**src/rtl/cordic_vectoring_engine_if.sv**
```systemverilog
// Handshake bundle for cordic_vectoring_engine: vector request side and
// magnitude/angle result side, each with its own valid/ready pair.
interface cordic_vectoring_engine_if #(
    parameter int VALUE_WIDTH   = 12,
    parameter int ADDRESS_WIDTH = 12
);
    logic                            in_valid;
    logic                            in_ready;
    logic signed [VALUE_WIDTH:0]     x_in;
    logic signed [VALUE_WIDTH:0]     y_in;
    logic                            out_valid;
    logic                            out_ready;
    logic        [VALUE_WIDTH+1:0]   mag_out;
    logic signed [ADDRESS_WIDTH+1:0] angle_out;

    modport master (
        output in_valid, x_in, y_in, out_ready,
        input  in_ready, out_valid, mag_out, angle_out
    );

    modport slave (
        input  in_valid, x_in, y_in, out_ready,
        output in_ready, out_valid, mag_out, angle_out
    );
endinterface

```
**src/rtl/cordic_vectoring_engine.sv**
```systemverilog
// Iterative vectoring-mode CORDIC: (x, y) -> magnitude and atan2 angle over one shared datapath.
// Define CORDIC_GAIN_COMP_EN to add a GAIN state that scales the magnitude by ~1/K.
module cordic_vectoring_engine #(
    parameter int VALUE_WIDTH   = 12,
    parameter int ADDRESS_WIDTH = 12,
    parameter int ITERATIONS    = ADDRESS_WIDTH
) (
    input  logic CLK,
    input  logic RESET,
    cordic_vectoring_engine_if.slave bus
);
    localparam int XW    = VALUE_WIDTH + 3;
    localparam int ZW    = ADDRESS_WIDTH + 2;
    localparam int KW    = 5;
    localparam int SHIFT = 16 - ADDRESS_WIDTH;
    localparam int HALF  = (SHIFT == 0) ? 0 : (1 << (SHIFT - 1));

    typedef enum logic [1:0] {
        ST_IDLE = 2'd0,
        ST_ITER = 2'd1,
        ST_GAIN = 2'd2,
        ST_DONE = 2'd3
    } state_t;

    // atan(2^-k) with 180 deg = 2^17, rescaled to the configured angle resolution
    function automatic logic [ZW-1:0] atan_code(input logic [KW-1:0] k);
        logic [16:0] base_s;
        logic [16:0] rnd_s;
        case (k)
            5'd0:    base_s = 17'd32768;
            5'd1:    base_s = 17'd19344;
            5'd2:    base_s = 17'd10221;
            5'd3:    base_s = 17'd5188;
            5'd4:    base_s = 17'd2604;
            5'd5:    base_s = 17'd1303;
            5'd6:    base_s = 17'd652;
            5'd7:    base_s = 17'd326;
            5'd8:    base_s = 17'd163;
            5'd9:    base_s = 17'd81;
            5'd10:   base_s = 17'd41;
            5'd11:   base_s = 17'd20;
            5'd12:   base_s = 17'd10;
            5'd13:   base_s = 17'd5;
            5'd14:   base_s = 17'd3;
            5'd15:   base_s = 17'd1;
            default: base_s = 17'd0;
        endcase
        rnd_s = (base_s + 17'(HALF)) >> SHIFT;
        return ZW'(rnd_s);
    endfunction

    state_t                state_r, state_nxt_s;
    logic [KW-1:0]         k_r;
    logic signed [XW-1:0]  x_r, y_r;
    logic signed [ZW-1:0]  z_r;
    logic                  zero_r;
    logic                  out_valid_r;
    logic [VALUE_WIDTH+1:0] mag_r;
    logic signed [ZW-1:0]  ang_r;
    logic                  in_ready_r;

    logic                  accept_s, last_s, release_s, load_out_s;
    logic signed [XW-1:0]  x_ext_s, y_ext_s, x_fold_s, y_fold_s;
    logic signed [ZW-1:0]  z_fold_s;
    logic signed [XW-1:0]  x_sh_s, y_sh_s, x_step_s, y_step_s;
    logic [ZW-1:0]         e_s;
    logic signed [ZW-1:0]  z_step_s;
    logic signed [XW-1:0]  res_x_s;
    logic signed [ZW-1:0]  res_z_s;

    assign accept_s   = bus.in_valid & bus.in_ready;
    assign last_s     = (k_r == KW'(ITERATIONS - 1));
    assign release_s  = out_valid_r & bus.out_ready;
    assign load_out_s = (state_nxt_s == ST_DONE) && (state_r != ST_DONE);

    assign bus.in_ready  = in_ready_r & ~RESET;
    assign bus.out_valid = out_valid_r;
    assign bus.mag_out   = mag_r;
    assign bus.angle_out = ang_r;

    // Left half-plane inputs are rotated by 180 deg so the iterations only see x >= 0
    always_comb begin
        x_ext_s = {{2{bus.x_in[VALUE_WIDTH]}}, bus.x_in};
        y_ext_s = {{2{bus.y_in[VALUE_WIDTH]}}, bus.y_in};
        if (bus.x_in[VALUE_WIDTH]) begin
            x_fold_s = -x_ext_s;
            y_fold_s = -y_ext_s;
            z_fold_s = {1'b1, {(ZW-1){1'b0}}};
        end else begin
            x_fold_s = x_ext_s;
            y_fold_s = y_ext_s;
            z_fold_s = {ZW{1'b0}};
        end
    end

    // One micro-rotation driving y towards zero, using pre-step values only
    always_comb begin
        x_sh_s = x_r >>> k_r;
        y_sh_s = y_r >>> k_r;
        e_s    = atan_code(k_r);
        if (y_r[XW-1]) begin
            x_step_s = x_r - y_sh_s;
            y_step_s = y_r + x_sh_s;
            z_step_s = z_r - e_s;
        end else begin
            x_step_s = x_r + y_sh_s;
            y_step_s = y_r - x_sh_s;
            z_step_s = z_r + e_s;
        end
    end

    // Result source: gain-compensated stored vector, or the final micro-rotation directly
    always_comb begin
`ifdef CORDIC_GAIN_COMP_EN
        res_x_s = (x_r >>> 1) + (x_r >>> 3) - (x_r >>> 6) - (x_r >>> 9);
        res_z_s = z_r;
`else
        res_x_s = x_step_s;
        res_z_s = z_step_s;
`endif
    end

    // Next-state logic
    always_comb begin
        state_nxt_s = state_r;
        case (state_r)
            ST_IDLE: begin
                if (accept_s) state_nxt_s = ST_ITER;
                else          state_nxt_s = ST_IDLE;
            end
            ST_ITER: begin
                if (last_s) begin
`ifdef CORDIC_GAIN_COMP_EN
                    state_nxt_s = ST_GAIN;
`else
                    state_nxt_s = ST_DONE;
`endif
                end else begin
                    state_nxt_s = ST_ITER;
                end
            end
            ST_GAIN: state_nxt_s = ST_DONE;
            ST_DONE: begin
                if (release_s) state_nxt_s = ST_IDLE;
                else           state_nxt_s = ST_DONE;
            end
            default: state_nxt_s = ST_IDLE;
        endcase
    end

    // State register
    always_ff @(posedge CLK) begin
        if (RESET) state_r <= ST_IDLE;
        else       state_r <= state_nxt_s;
    end

    // Working vector, angle accumulator and iteration counter
    always_ff @(posedge CLK) begin
        if (RESET) begin
            k_r    <= {KW{1'b0}};
            x_r    <= {XW{1'b0}};
            y_r    <= {XW{1'b0}};
            z_r    <= {ZW{1'b0}};
            zero_r <= 1'b0;
        end else begin
            case (state_r)
                ST_IDLE: begin
                    if (accept_s) begin
                        x_r    <= x_fold_s;
                        y_r    <= y_fold_s;
                        z_r    <= z_fold_s;
                        k_r    <= {KW{1'b0}};
                        zero_r <= (bus.x_in == {(VALUE_WIDTH+1){1'b0}}) &&
                                  (bus.y_in == {(VALUE_WIDTH+1){1'b0}});
                    end
                end
                ST_ITER: begin
                    x_r <= x_step_s;
                    y_r <= y_step_s;
                    z_r <= z_step_s;
                    k_r <= k_r + 5'd1;
                end
                default: begin
                    k_r <= k_r;
                end
            endcase
        end
    end

    // Result registers hold steady through DONE until the consumer takes them
    always_ff @(posedge CLK) begin
        if (RESET) begin
            out_valid_r <= 1'b0;
            mag_r       <= {(VALUE_WIDTH+2){1'b0}};
            ang_r       <= {ZW{1'b0}};
            in_ready_r  <= 1'b1;
        end else begin
            in_ready_r <= (state_nxt_s == ST_IDLE);
            if (load_out_s) begin
                out_valid_r <= 1'b1;
                if (zero_r || res_x_s[XW-1]) mag_r <= {(VALUE_WIDTH+2){1'b0}};
                else                         mag_r <= res_x_s[XW-2:0];
                if (zero_r) ang_r <= {ZW{1'b0}};
                else        ang_r <= res_z_s;
            end else if (release_s) begin
                out_valid_r <= 1'b0;
            end
        end
    end
endmodule
```
**src/flat_wrapper.sv**
```systemverilog
// flat-port wrapper written by rule: the top's interface ports become plain ports
module cordic_vectoring_engine_flat 
#(
    parameter int VALUE_WIDTH   = 12,
    parameter int ADDRESS_WIDTH = 12,
    parameter int ITERATIONS    = ADDRESS_WIDTH
)
  (CLK, RESET, bus_in_valid, bus_x_in, bus_y_in, bus_out_ready, bus_in_ready, bus_out_valid, bus_mag_out, bus_angle_out);
  cordic_vectoring_engine_if #(.VALUE_WIDTH(VALUE_WIDTH), .ADDRESS_WIDTH(ADDRESS_WIDTH)) bus_i ();
  input  logic CLK;
  input  logic RESET;
  input wire logic [$bits(bus_i.in_valid)-1:0] bus_in_valid;
  input wire logic [$bits(bus_i.x_in)-1:0] bus_x_in;
  input wire logic [$bits(bus_i.y_in)-1:0] bus_y_in;
  input wire logic [$bits(bus_i.out_ready)-1:0] bus_out_ready;
  output wire logic [$bits(bus_i.in_ready)-1:0] bus_in_ready;
  output wire logic [$bits(bus_i.out_valid)-1:0] bus_out_valid;
  output wire logic [$bits(bus_i.mag_out)-1:0] bus_mag_out;
  output wire logic [$bits(bus_i.angle_out)-1:0] bus_angle_out;
  assign bus_i.in_valid = bus_in_valid;
  assign bus_i.x_in = bus_x_in;
  assign bus_i.y_in = bus_y_in;
  assign bus_i.out_ready = bus_out_ready;
  assign bus_in_ready = bus_i.in_ready;
  assign bus_out_valid = bus_i.out_valid;
  assign bus_mag_out = bus_i.mag_out;
  assign bus_angle_out = bus_i.angle_out;
  cordic_vectoring_engine #(.VALUE_WIDTH(VALUE_WIDTH), .ADDRESS_WIDTH(ADDRESS_WIDTH), .ITERATIONS(ITERATIONS)) u_core (.CLK(CLK), .RESET(RESET), .bus(bus_i));
endmodule
```
**config.mk**
```make
export PLATFORM = sky130hd
export DESIGN_NAME = cordic_vectoring_engine_flat
export DESIGN_NICKNAME = d
export VERILOG_FILES = /design/src/rtl/cordic_vectoring_engine_if.sv /design/src/rtl/cordic_vectoring_engine.sv /design/src/flat_wrapper.sv
export SDC_FILE = /design/constraint.sdc
export NUM_CORES = 1
export LEC_CHECK = 0
export CORE_MARGIN = 2
export CORE_UTILIZATION = 35
export DETAILED_ROUTE_END_ITERATION = 12
export GPL_ROUTABILITY_DRIVEN = 1
export PLACE_DENSITY_LB_ADDON = 0.12
export SLEW_MARGIN = 10
export SYNTH_ARGS = -nofsm -noshare
export SYNTH_HDL_FRONTEND = slang
export SYNTH_SLANG_ARGS = --single-unit
```
**constraint.sdc**
```tcl
create_clock -name CLK -period 7.06 [get_ports CLK]
set_clock_uncertainty 0.05 [all_clocks]
set_input_delay 1.412 -clock CLK [delete_from_list [all_inputs] [get_ports CLK]]
set_output_delay 1.412 -clock CLK [all_outputs]
set_load 0.01 [all_outputs]
```
# Word level (Yosys, flattened, before mapping)
# Memories as Yosys holds them, arrays and structs flattened. A register that Yosys moved wholly into a read port is not among the register bits.
# Cells that the tools add are included.
# op_classes
n_mux	25
shifts	2
n_addsub	10
n_reduce_logical	11
n_bitwise	4
eq_ne	7
# ops
cell	n
$mux W15	6
$mux W14	5
$pmux W15 S2	2
$add A15 B15 Y15	2
$neg A13 Y15	2
$sshr A15 B5 Y15	2
$sub A15 B15 Y15	2
$pmux W14 S2	1
$logic_not A13 Y1	2
$add A17 B4 Y17 const B	1
$mux W17	1
$add A14 B13 Y14	1
$sub A14 B13 Y14	1
$pmux W5 S2	1
$mux W4	2
$pmux W2 S4	1
$eq A2 B2 Y1 const B	3
$add A5 B1 Y5 const B	1
$eq A5 B4 Y1 const B	1
$mux W5	1
$logic_not A2 Y1	2
$mux W2	2
$reduce_and A2 Y1	2
$reduce_bool A2 Y1	2
8 further kinds	13
# totals
input_bits	30
romBits	256
output_inout_bits	30
memories	1
wordCells	70
reg_bits	82
# memory_table
memory	words	word_bits	read_ports	rd_ports_with_merged_regs	write_ports	line_no	source
(name not given)	16	16	1	1	0	cordic_vectoring_engine.sv:29	case (k)

# Logic depth before layout (Yosys ltp)
# Gate-level depths: netlist (run 1).
# depth
depth_word	8
mapped_depth	25
depth_no_buf	20

# Worst setup path after synthesis (run 1)
# Ideal clock, no wire load.
# synth_timing
path_type	register to register
from	reg u_core.k_r[1]
to	reg u_core.mag_r[5] (netlist: u_core.bus.mag_out[5])
setup_slack_ns	1.859
path_stages_with_launch	24
path_buffers	5
setup_time_ns	0.059
required_ns	6.951
t_arrival_ns	5.092
period_less_slack_ns	5.201
cell_sequence	dfxtp_1 -> buf_2 -> buf_2 -> buf_2 -> mux2i_1 -> mux4_2 -> o21ai_0 -> a21oi_1 -> ha_1 -> nand2_1 -> or3b_1 -> buf_6 -> o311ai_0 -> o21ai_0 -> a22o_1 -> ha_1 -> o31ai_1 -> a21oi_1 -> a31o_2 -> a31oi_1 -> xnor3_1 -> nor2b_4 -> buf_6 -> a22o_1
# synth_via
elab_chain_len	5
word_cells_on_any_way	11
classes_between	add/sub: 2; eq/ne: 2; shift: 1; mux: 4; reduce/logical: 2
# synth_lines
element	line_no	source
start: declaration	cordic_vectoring_engine.sv:53	logic [KW-1:0] k_r;
start signal: assignment	cordic_vectoring_engine.sv:160	k_r <= {KW{1'b0}};
start signal: assignment	cordic_vectoring_engine.sv:172	k_r <= {KW{1'b0}};
start signal: assignment	cordic_vectoring_engine.sv:181	k_r <= k_r + 5'd1;
$sshr A15 B5 Y15 / $eq A5 B4 Y1 (equally long branches)	cordic_vectoring_engine.sv:99, cordic_vectoring_engine.sv:72	
$add A15 B15 Y15, or another cell as far along	cordic_vectoring_engine.sv:106	x_step_s = x_r + y_sh_s;
$mux W15 / $pmux W2 S4 (equally long branches)	cordic_vectoring_engine.sv:101, cordic_vectoring_engine.sv:126	
$logic_or A1 B1 Y1 / $eq A2 B2 Y1 (equally long branches)	cordic_vectoring_engine.sv:201, cordic_vectoring_engine.sv:74	
$mux W14 / $logic_and A1 B1 Y1 (equally long branches)	cordic_vectoring_engine.sv:201, cordic_vectoring_engine.sv:74	
end signal: assignment	cordic_vectoring_engine.sv:194	mag_r <= {(VALUE_WIDTH+2){1'b0}};
end signal: assignment	cordic_vectoring_engine.sv:201	if (zero_r || res_x_s[XW-1]) mag_r <= {(VALUE_WIDTH+2){1'b0}};
end signal: assignment	cordic_vectoring_engine.sv:202	else mag_r <= res_x_s[XW-2:0];
end: declaration	cordic_vectoring_engine.sv:58	logic [VALUE_WIDTH+1:0] mag_r;
# Several ways; a longest one is shown, not always the timed one.
# A chain may end at the register's enable or synchronous reset.

# Worst setup path in the final report (run 1)
# layout_timing
from	reg u_core.k_r[0]
to	reg u_core.mag_r[0] (netlist: u_core.bus.mag_out[0])
# The elaborated chain is that of the path after synthesis.

==> metrics.cfg, run 1 <==
[clock_network]
max-clock-path-buffers = 2
ctsResizeCount = 0
hold_buffers = 0
numCtsBuffers = 9
cts_setup_buffers = 0
cts_tree = built
cts_root_buffer = clkbuf_16
clock-sinks = 95
clk_latency_ps = 370
cts.clk_slew.worst_paths_ps = 90
h-tree-depth = 3

[power_and_ir_drop]
total_power_mw = 3.04
ir_worst_vdd_mv = 0.154
power.density_mw_per_mm2 = 306
leakagePower_nw = 3.89

[drt]
first_pass_iters = 5
drt_drc_violations_left = 0
drtAntennaViolNets = 0
drt_iter0_drc = 579
num_vias = 8261
routed_wl_um = 28000
wire_per_inst_um = 19.1
via_per_inst = 5.64

[synth]
synth_common_cells = nor2_1, dfxtp_1, nand2_1
ys_ff_latch = 95
syn-instance-count = 1119
synth_fp_nets = 1204
async_flop_share_pct = 0
yosys_warnings = 0
ys.flop_type = dfxtp_1
synth_cell_types = 71
yosysSeqAreaShare_pct = 21.7
synth_enable_flop_cells = 0
synth_top_area_cell = dfxtp_1
yosysMostFrequentCell = nor2_1
synth_top_area_share_pct = 21.7
syn_area_per_cell_sq_um = 7.83
synth_area_sq_mm = 0.00877
yosys-top-cells-area = dfxtp_1, ha_1, mux4_2, nor2_1, xnor2_1

[timing]
finalMaxSlewViolations = 0
report.final.setup_viol = 0
finalCritPeriodShare_pct = 82.0
tns_ps = 0
hold_violations = 0
rsz0062_at_grt = false
fmax_ghz = 0.173
relSlewSlack_pct = 36.1
tightest_slew_ps = 955
layout_min_cycle_time_ps = 5790

[critical_path]
critical_path.startpoint_type = register
max_stage_delay_ps = 820
path_cells = mux4_2 > nor2_1 > a21oi_1 > a21oi_1 > ha_1 > nand2_1 > or3b_1 > nand3_1 > o21a_1 > o21ai_0 > ha_1 > or3_1 > o211ai_1 > a21oi_1 > a31o_2 > a31oi_1 > xnor3_1 > nor2b_4 > a22o_1
path_class = register to register
reg2reg_setup_slack_ps = 1270
crit_fanout = 27
rr_endpoint = u_core.bus.mag_out[0]
cp.arrival_ps = 6040
required_ps = 7310
worst_path_max_delay_cell = dfxtp_2
r2r-start = u_core.k_r[0]
critPathMostFrequentCell = a21oi_1
endpoint_kind = register
reg2reg_depth = 19

[floorplan]
pin_count = 60
die_w_um = 162
die_y_um = 162
initial_core_util_pct = 35.8
core_sq_mm = 0.0245
rows = 57
dieArea_sq_mm = 0.0263

[place]
port_buffers = 59
dp_hpwl_um = 20700
finalWeightedCongestion = 0.950

[status]
status = finished clean

[global_route]
grt_pass1_vias = 7678
grt_max_degree = 72
grt_pass1_wl_um = 44400
busiest_layer = met1
grt_use_met2_pct = 30.4
met3_usage_pct = 2.71
grt_antenna_before_repair = 0
grt_usage_pct = 21.5
grt-ovfl-total = 0
grt_util_met1_pct = 33.9

[cells_and_area]
nNetsFinal = 1222
fin_util_pct = 40.6
area_growth_pct = 13.3
multiInputGateArea_sq_mm = 0.00644
n_fill_cell = 2516
n_antenna_cell = 0
regArea_sq_mm = 0.00191
drive_above_1_share_pct = 8.49

[run]
maxCapViolCount = 0

[hold_path]
hold_depth = 2
hp-start = u_core.z_r[10]
hp-class = register to register
min_to = u_core.z_r[10]

[per-stage QoR]
step	instance area [sq um]	cells	setup WS (ps)	hold WS, ps
3_3_place_gp	9610	1450	1420	415
3_5_place_dp	9610	1450	1320	413
4_1_cts	9930	1466	1260	431
5_1_grt	9930	1466	808	453
2_1_floorplan	8770	1119	1860	402
6_report	9930	1466	1270	427
[cell type report]
| class | count | area share [%] |
|---|---|---|
| clock buffer | 9 | 2.27 |
| clock inverter | 7 | 0.945 |
| tap | 324 | 4.08 |
| inverter | 36 | 1.36 |
| multi-input combinational | 917 | 64.8 |
| sequential | 95 | 19.2 |
| timing repair buffer | 78 | 7.33 |
[routing by layer]
| metal | vias up | wire length [um] | part of all wire, % |
|---|---|---|---|
| met3 | 26 | 1430 | 5.1 |
| li1 | 4108 | - | - |
| met4 | 0 | 412 | 1.5 |
| met2 | 231 | 11400 | 41 |
| met5 | - | 0 | 0 |
| met1 | 3896 | 14700 | 53 |
[power breakdown]
part / switching (mW) / total, mW / internal (mW) / leakage, nW
combinational: 1.03 / 1.79 / 0.762 / 2.96
clock: 0.278 / 0.537 / 0.259 / 0.154
sequential: 0.118 / 0.706 / 0.588 / 0.774
[worst max path at each step]
stage,start,endpoint,slack [ps],cells after the start
after floorplan,u_core.k_r[1],u_core.bus.mag_out[5],1860,23
after global placement,u_core.k_r[0],u_core.bus.mag_out[12],1420,19
after detailed placement,u_core.k_r[0],u_core.bus.mag_out[0],1320,19
after CTS,u_core.k_r[0],u_core.bus.mag_out[0],1260,19
after global routing,u_core.k_r[0],u_core.bus.mag_out[7],810,19
final,u_core.k_r[0],u_core.bus.mag_out[0],1270,19
[kinds of logic (layout without fill, tap and decap cells)]
family / Yosys count / in the layout / share of synthesized area (%)
AO/OA/AOI/OAI: 317 / 317 / 23.7
XOR/XNOR: 96 / 96 / 9.75
adder cells (fa/ha/maj): 55 / 55 / 8.11
buffers and inverters: 107 / 130 / 5.02
flip-flops: 95 / 95 / 21.7
multiplexers: 58 / 58 / 10.7
AND/OR/NAND/NOR: 391 / 391 / 21.0
[critical path, delay by kind of cell (launching register included)]
family	cells	cell delay (ps)
adders and majority gates	2	520
muxes	1	580
AOI/OAI and AO/OA	9	1840
and+or+nand+nor	6	1490
xor gates and xnor gates	1	420
DFF	1	820
[layout by cell type, fill, tap and decap left out, types with 11 or more instances in the layout]
| cell | instances |
|---|---|
| a211oi_1 | 20 |
| a21o_1 | 14 |
| a21oi_1 | 87 |
| a22o_1 | 21 |
| a22oi_1 | 19 |
| a31oi_1 | 12 |
| buf_4 | 19 |
| clkdlybuf4s50_1 | 58 |
| dfxtp_1 | 92 |
| ha_1 | 52 |
| inv_1 | 35 |
| mux2_2 | 11 |
| mux2i_1 | 20 |
| mux4_2 | 25 |
| nand2_1 | 88 |
| nand2b_1 | 21 |
| nand3_1 | 21 |
| nor2_1 | 139 |
| nor2b_1 | 19 |
| nor3_1 | 32 |
| o21ai_0 | 59 |
| or2_2 | 11 |
| or3_1 | 13 |
| xnor2_1 | 54 |
| xor2_1 | 41 |
Note: power is estimated with default switching activity, not from simulation.
==> run 2, diff against run 1 <==
- clock period: 7.06 -> 5.4 ns (I/O delays scaled with it)
==> metrics.cfg, run 2 (same netlist as run 1, synthesis figures left out) <==
[status]
status = finished clean

[clock_network]
h-tree-depth = 3
cts_tree = built
numCtsBuffers = 9
cts_root_buffer = clkbuf_16
hold_buffers = 0
max-clock-path-buffers = 2
clk_latency_ps = 370
cts.clk_slew.worst_paths_ps = 100
clock-sinks = 95

[global_route]
grt-ovfl-total = 0
grt_antenna_before_repair = 0
grt_max_degree = 72
grt_pass1_wl_um = 45000
grt_pass1_vias = 7839
grt_usage_pct = 21.7

[hold_path]
hp-class = register to register

[cells_and_area]
area_growth_pct = 16.2
fin_util_pct = 41.6
n_antenna_cell = 0
n_fill_cell = 2472
nNetsFinal = 1250
layout_common_cells = nor2_1, dfxtp_1, nand2_1
final_common_cell = nor2_1
drive_above_1_share_pct = 11.0

[timing]
finalMaxSlewViolations = 0
layout_min_cycle_time_ps = 5030
fmax_ghz = 0.199
relSlewSlack_pct = 46.6
tightest_slew_ps = 802
finalCritPeriodShare_pct = 93.1
report.final.setup_viol = 0
rsz0062_at_grt = false
hold_violations = 0
tns_ps = 0

[critical_path]
path_class = register to register
endpoint_kind = register
cp.arrival_ps = 5190
critical_path.startpoint_type = register
required_ps = 5570
crit_fanout = 19

[place]
dp_hpwl_um = 21200
port_buffers = 59
finalWeightedCongestion = 0.908

[drt]
drtAntennaViolNets = 0
drt_iter0_drc = 596
first_pass_iters = 5
num_vias = 8379
via_per_inst = 5.61
routed_wl_um = 28400
wire_per_inst_um = 19.0
drt_drc_violations_left = 0

[run]
maxCapViolCount = 0

[power_and_ir_drop]
power.density_mw_per_mm2 = 395
ir_worst_vdd_mv = 0.174
leakagePower_nw = 4.04

[floorplan]
die_w_um = 162
pin_count = 60
core_sq_mm = 0.0245
dieArea_sq_mm = 0.0263
rows = 57
initial_core_util_pct = 35.8
die_y_um = 162

[run 2: repair_timing]
item,4_1_cts,5_1_grt
endpoints found under the hold margin,0,0
buffers inserted,0,1
setup endpoints to repair,0,18
resized for setup,0,7
[run 2: through the flow]
stage	hold WS [ps]	instances	total power [mW]	setup WS (ps)	cell area [sq um]
5_1_grt	460	1494	4.33	52.8	10200
6_report	433	1494	4.02	374	10200
3_5_place_dp	412	1477	3.26	56.7	9820
3_3_place_gp	412	1477	3.29	21.9	9820
4_1_cts	434	1493	3.99	0.804	10100
2_1_floorplan	402	1119	2.66	199	8770
[run 2: worst paths after layout]
| check | startpoint | endpoint | slack, ps | cells after the start |
|---|---|---|---|---|
| worst max-delay path | u_core.k_r[0] | u_core.y_r[14] | 370 | 18 |
| worst min-delay path | u_core.bus.mag_out[0] | u_core.bus.mag_out[0] | 430 | 1 |
| worst max register to register | u_core.k_r[0] | u_core.y_r[14] | 370 | 18 |
| worst min register to register | u_core.bus.mag_out[0] | u_core.bus.mag_out[0] | 430 | 1 |
[run 2: final cells by class]
cell class / instances / area [sq um] / share of cell area, %
repair buffers: 106 / 955 / 9.37
inverters: 36 / 135 / 1.33
flip-flops and latches: 95 / 1910 / 18.8
well taps: 324 / 405 / 3.98
clock inverters: 7 / 91.3 / 0.897
multi-input cells: 917 / 6460 / 63.5
clock buffers: 9 / 225 / 2.21
[run 2: critical path, cell delays in order (launching register included)]
cell	delay (ps)
dfxtp_4	470
buf_4	170
buf_6	230
mux4_2	570
mux4_2	530
a21oi_1	240
ha_1	270
nor2_1	80
a21oi_1	90
fa_1	480
a21oi_1	220
o211ai_1	150
a31oi_1	280
nor2b_1	90
o21a_1	210
o41ai_2	310
o21ai_0	180
xnor2_1	170
o22ai_1	80
[run 2: routing by layer]
layer / routed length (um) / global-route usage, %
met1: 15000 / 34.1
met2: 11400 / 30.8
met3: 1550 / 2.94
met4: 425 / 5.03
met5: 0 / 0
[run 2: report_power, final]
group / total (mW) / switching [mW] / internal (mW)
Combinational: 2.43 / 1.38 / 1.05
Clock: 0.701 / 0.364 / 0.337
Sequential: 0.893 / 0.125 / 0.768
==> run 3, diff against run 2 <==
--- a/config.mk
+++ b/config.mk
@@ -8,4 +8,5 @@
 export CORE_MARGIN = 2
 export CORE_UTILIZATION = 35
+export CTS_CLUSTER_SIZE = 20
 export DETAILED_ROUTE_END_ITERATION = 12
 export GPL_ROUTABILITY_DRIVEN = 1
--- a/constraint.sdc
+++ b/constraint.sdc
@@ -3,3 +3,3 @@
 set_input_delay 1.08 -clock CLK [delete_from_list [all_inputs] [get_ports CLK]]
 set_output_delay 1.08 -clock CLK [all_outputs]
-set_load 0.01 [all_outputs]
+set_load 0.1 [all_outputs]
==> metrics.cfg, run 3 (same netlist as run 1, synthesis figures left out) <==
[cells_and_area]
drive_above_1_share_pct = 10.8
n_fill_cell = 2541
layout_common_cells = nor2_1, dfxtp_1, nand2_1
area_growth_pct = 15.9
layout.cells.non_filler = 1493
n_antenna_cell = 0
final_common_cell = nor2_1
nNetsFinal = 1249

[timing]
relSlewSlack_pct = 34.0
layout_setup_ws_ps = 263
finalCritPeriodShare_pct = 95.1
tns_ps = 0
fin_hold_ws_ps = 429
fmax_ghz = 0.195
report.final.setup_viol = 0
layout_min_cycle_time_ps = 5140
finalMaxSlewViolations = 0
hold_violations = 0
tightest_slew_ps = 987

[floorplan]
rows = 57
core_sq_mm = 0.0245
initial_core_util_pct = 35.8
pin_count = 60
dieArea_sq_mm = 0.0263
die_y_um = 162
die_w_um = 162

[global_route]
grt_max_degree = 65
grt_pass1_vias = 7881
grt-ovfl-total = 0
grt_pass1_wl_um = 45200
grt_antenna_before_repair = 0
grt_usage_pct = 21.8

[critical_path]
critical_path.startpoint_type = register
worst_path_max_delay_cell = mux4_2
crit_fanout = 14
required_ps = 5660
cp.arrival_ps = 5390
max_stage_delay_ps = 550
critPathMostFrequentCell = a21oi_1
endpoint_kind = register
path_cells = mux4_2 > nor2_1 > a21oi_1 > a21oi_1 > ha_1 > nand2_1 > or3b_1 > nor3_1 > o32ai_1 > buf_4 > ha_1 > or3_1 > o211ai_1 > a21oi_1 > a31o_2 > a31oi_1 > xnor3_1 > nor2b_4 > buf_12 > a22o_1
path_class = register to register

[clock_network]
clock-sinks = 95
hold_buffers = 0
cts.clk_slew.worst_paths_ps = 90
max-clock-path-buffers = 2
cts_tree = built
numCtsBuffers = 9
clk_latency_ps = 370
h-tree-depth = 3
cts_root_buffer = clkbuf_16

[drt]
drtAntennaViolNets = 0
drt_drc_violations_left = 0
drt_iter0_drc = 637
routed_wl_um = 28500
first_pass_iters = 5
num_vias = 8406
wire_per_inst_um = 19.1
via_per_inst = 5.63

[place]
placed_cells = 1475
dp_slack_ps = 60.4
dp_hpwl_um = 21100
port_buffers = 59
finalWeightedCongestion = 0.919

[power_and_ir_drop]
ir_worst_vdd_mv = 0.170
leakagePower_nw = 4.03
power.density_mw_per_mm2 = 393

[run]
maxCapViolCount = 0

[hold_path]
hp-class = register to register

[status]
status = finished clean

## run 3: cell types whose count changed in the layout (fill, tap and decap cells not counted), sizes merged
cell,previous run,this run
buf,48,47
## run 3: final timing paths
path	from	to	slack, ps	depth (start not counted)
max reg2reg	u_core.k_r[0]	u_core.bus.mag_out[12]	260	20
min reg2reg	u_core.z_r[6]	u_core.z_r[6]	430	2
max	u_core.k_r[0]	u_core.bus.mag_out[12]	260	20
min	u_core.z_r[6]	u_core.z_r[6]	430	2
## run 3: layout make-up
class,instances,area [sq um],area share (%)
Multi-Input combinational cell,917,6450,63.4
Sequential cell,95,1910,18.8
Timing Repair Buffer,105,947,9.32
Tap cell,324,405,3.99
Clock buffer,9,225,2.22
Inverter,36,135,1.33
Clock inverter,7,91.3,0.899
## run 3: timing repair
action	in CTS	in global routing
resized for setup	0	5
buffers inserted	0	2
endpoints found under the setup margin	0	17
## run 3: metal layers
layer  GRT usage [%]  wire length (um)
met5               0                 0
met4            4.18               331
met3            4.16              1780
met2            31.5             11700
met1            33.7             14700
## run 3: critical path: cells and delay by family, from the launching register on
family                     cells  cell delay, ps
buffers and inverters          2             300
DFF                            1             470
and+or+nand+nor                6            1420
xor gates and xnor gates       1             420
AOI/OAI and AO/OA              8            1480
muxes                          1             550
adders and majority gates      2             380
## run 3: per-stage QoR
step	cell area, sq um	util [%]	power, mW
4_1_cts	10100	41.4	3.97
3_5_place_dp	9800	40.1	3.26
2_1_floorplan	8770	-	2.66
3_3_place_gp	9800	40.1	3.29
5_1_grt	10200	41.5	4.30
6_report	10200	41.5	3.99
## run 3: report_power, final
| group | switching [mW] | internal (mW) | total (mW) |
|---|---|---|---|
| clock network | 0.359 | 0.337 | 0.696 |
| registers | 0.126 | 0.768 | 0.894 |
| logic | 1.36 | 1.04 | 2.40 |
| total | 1.85 | 2.15 | 3.99 |
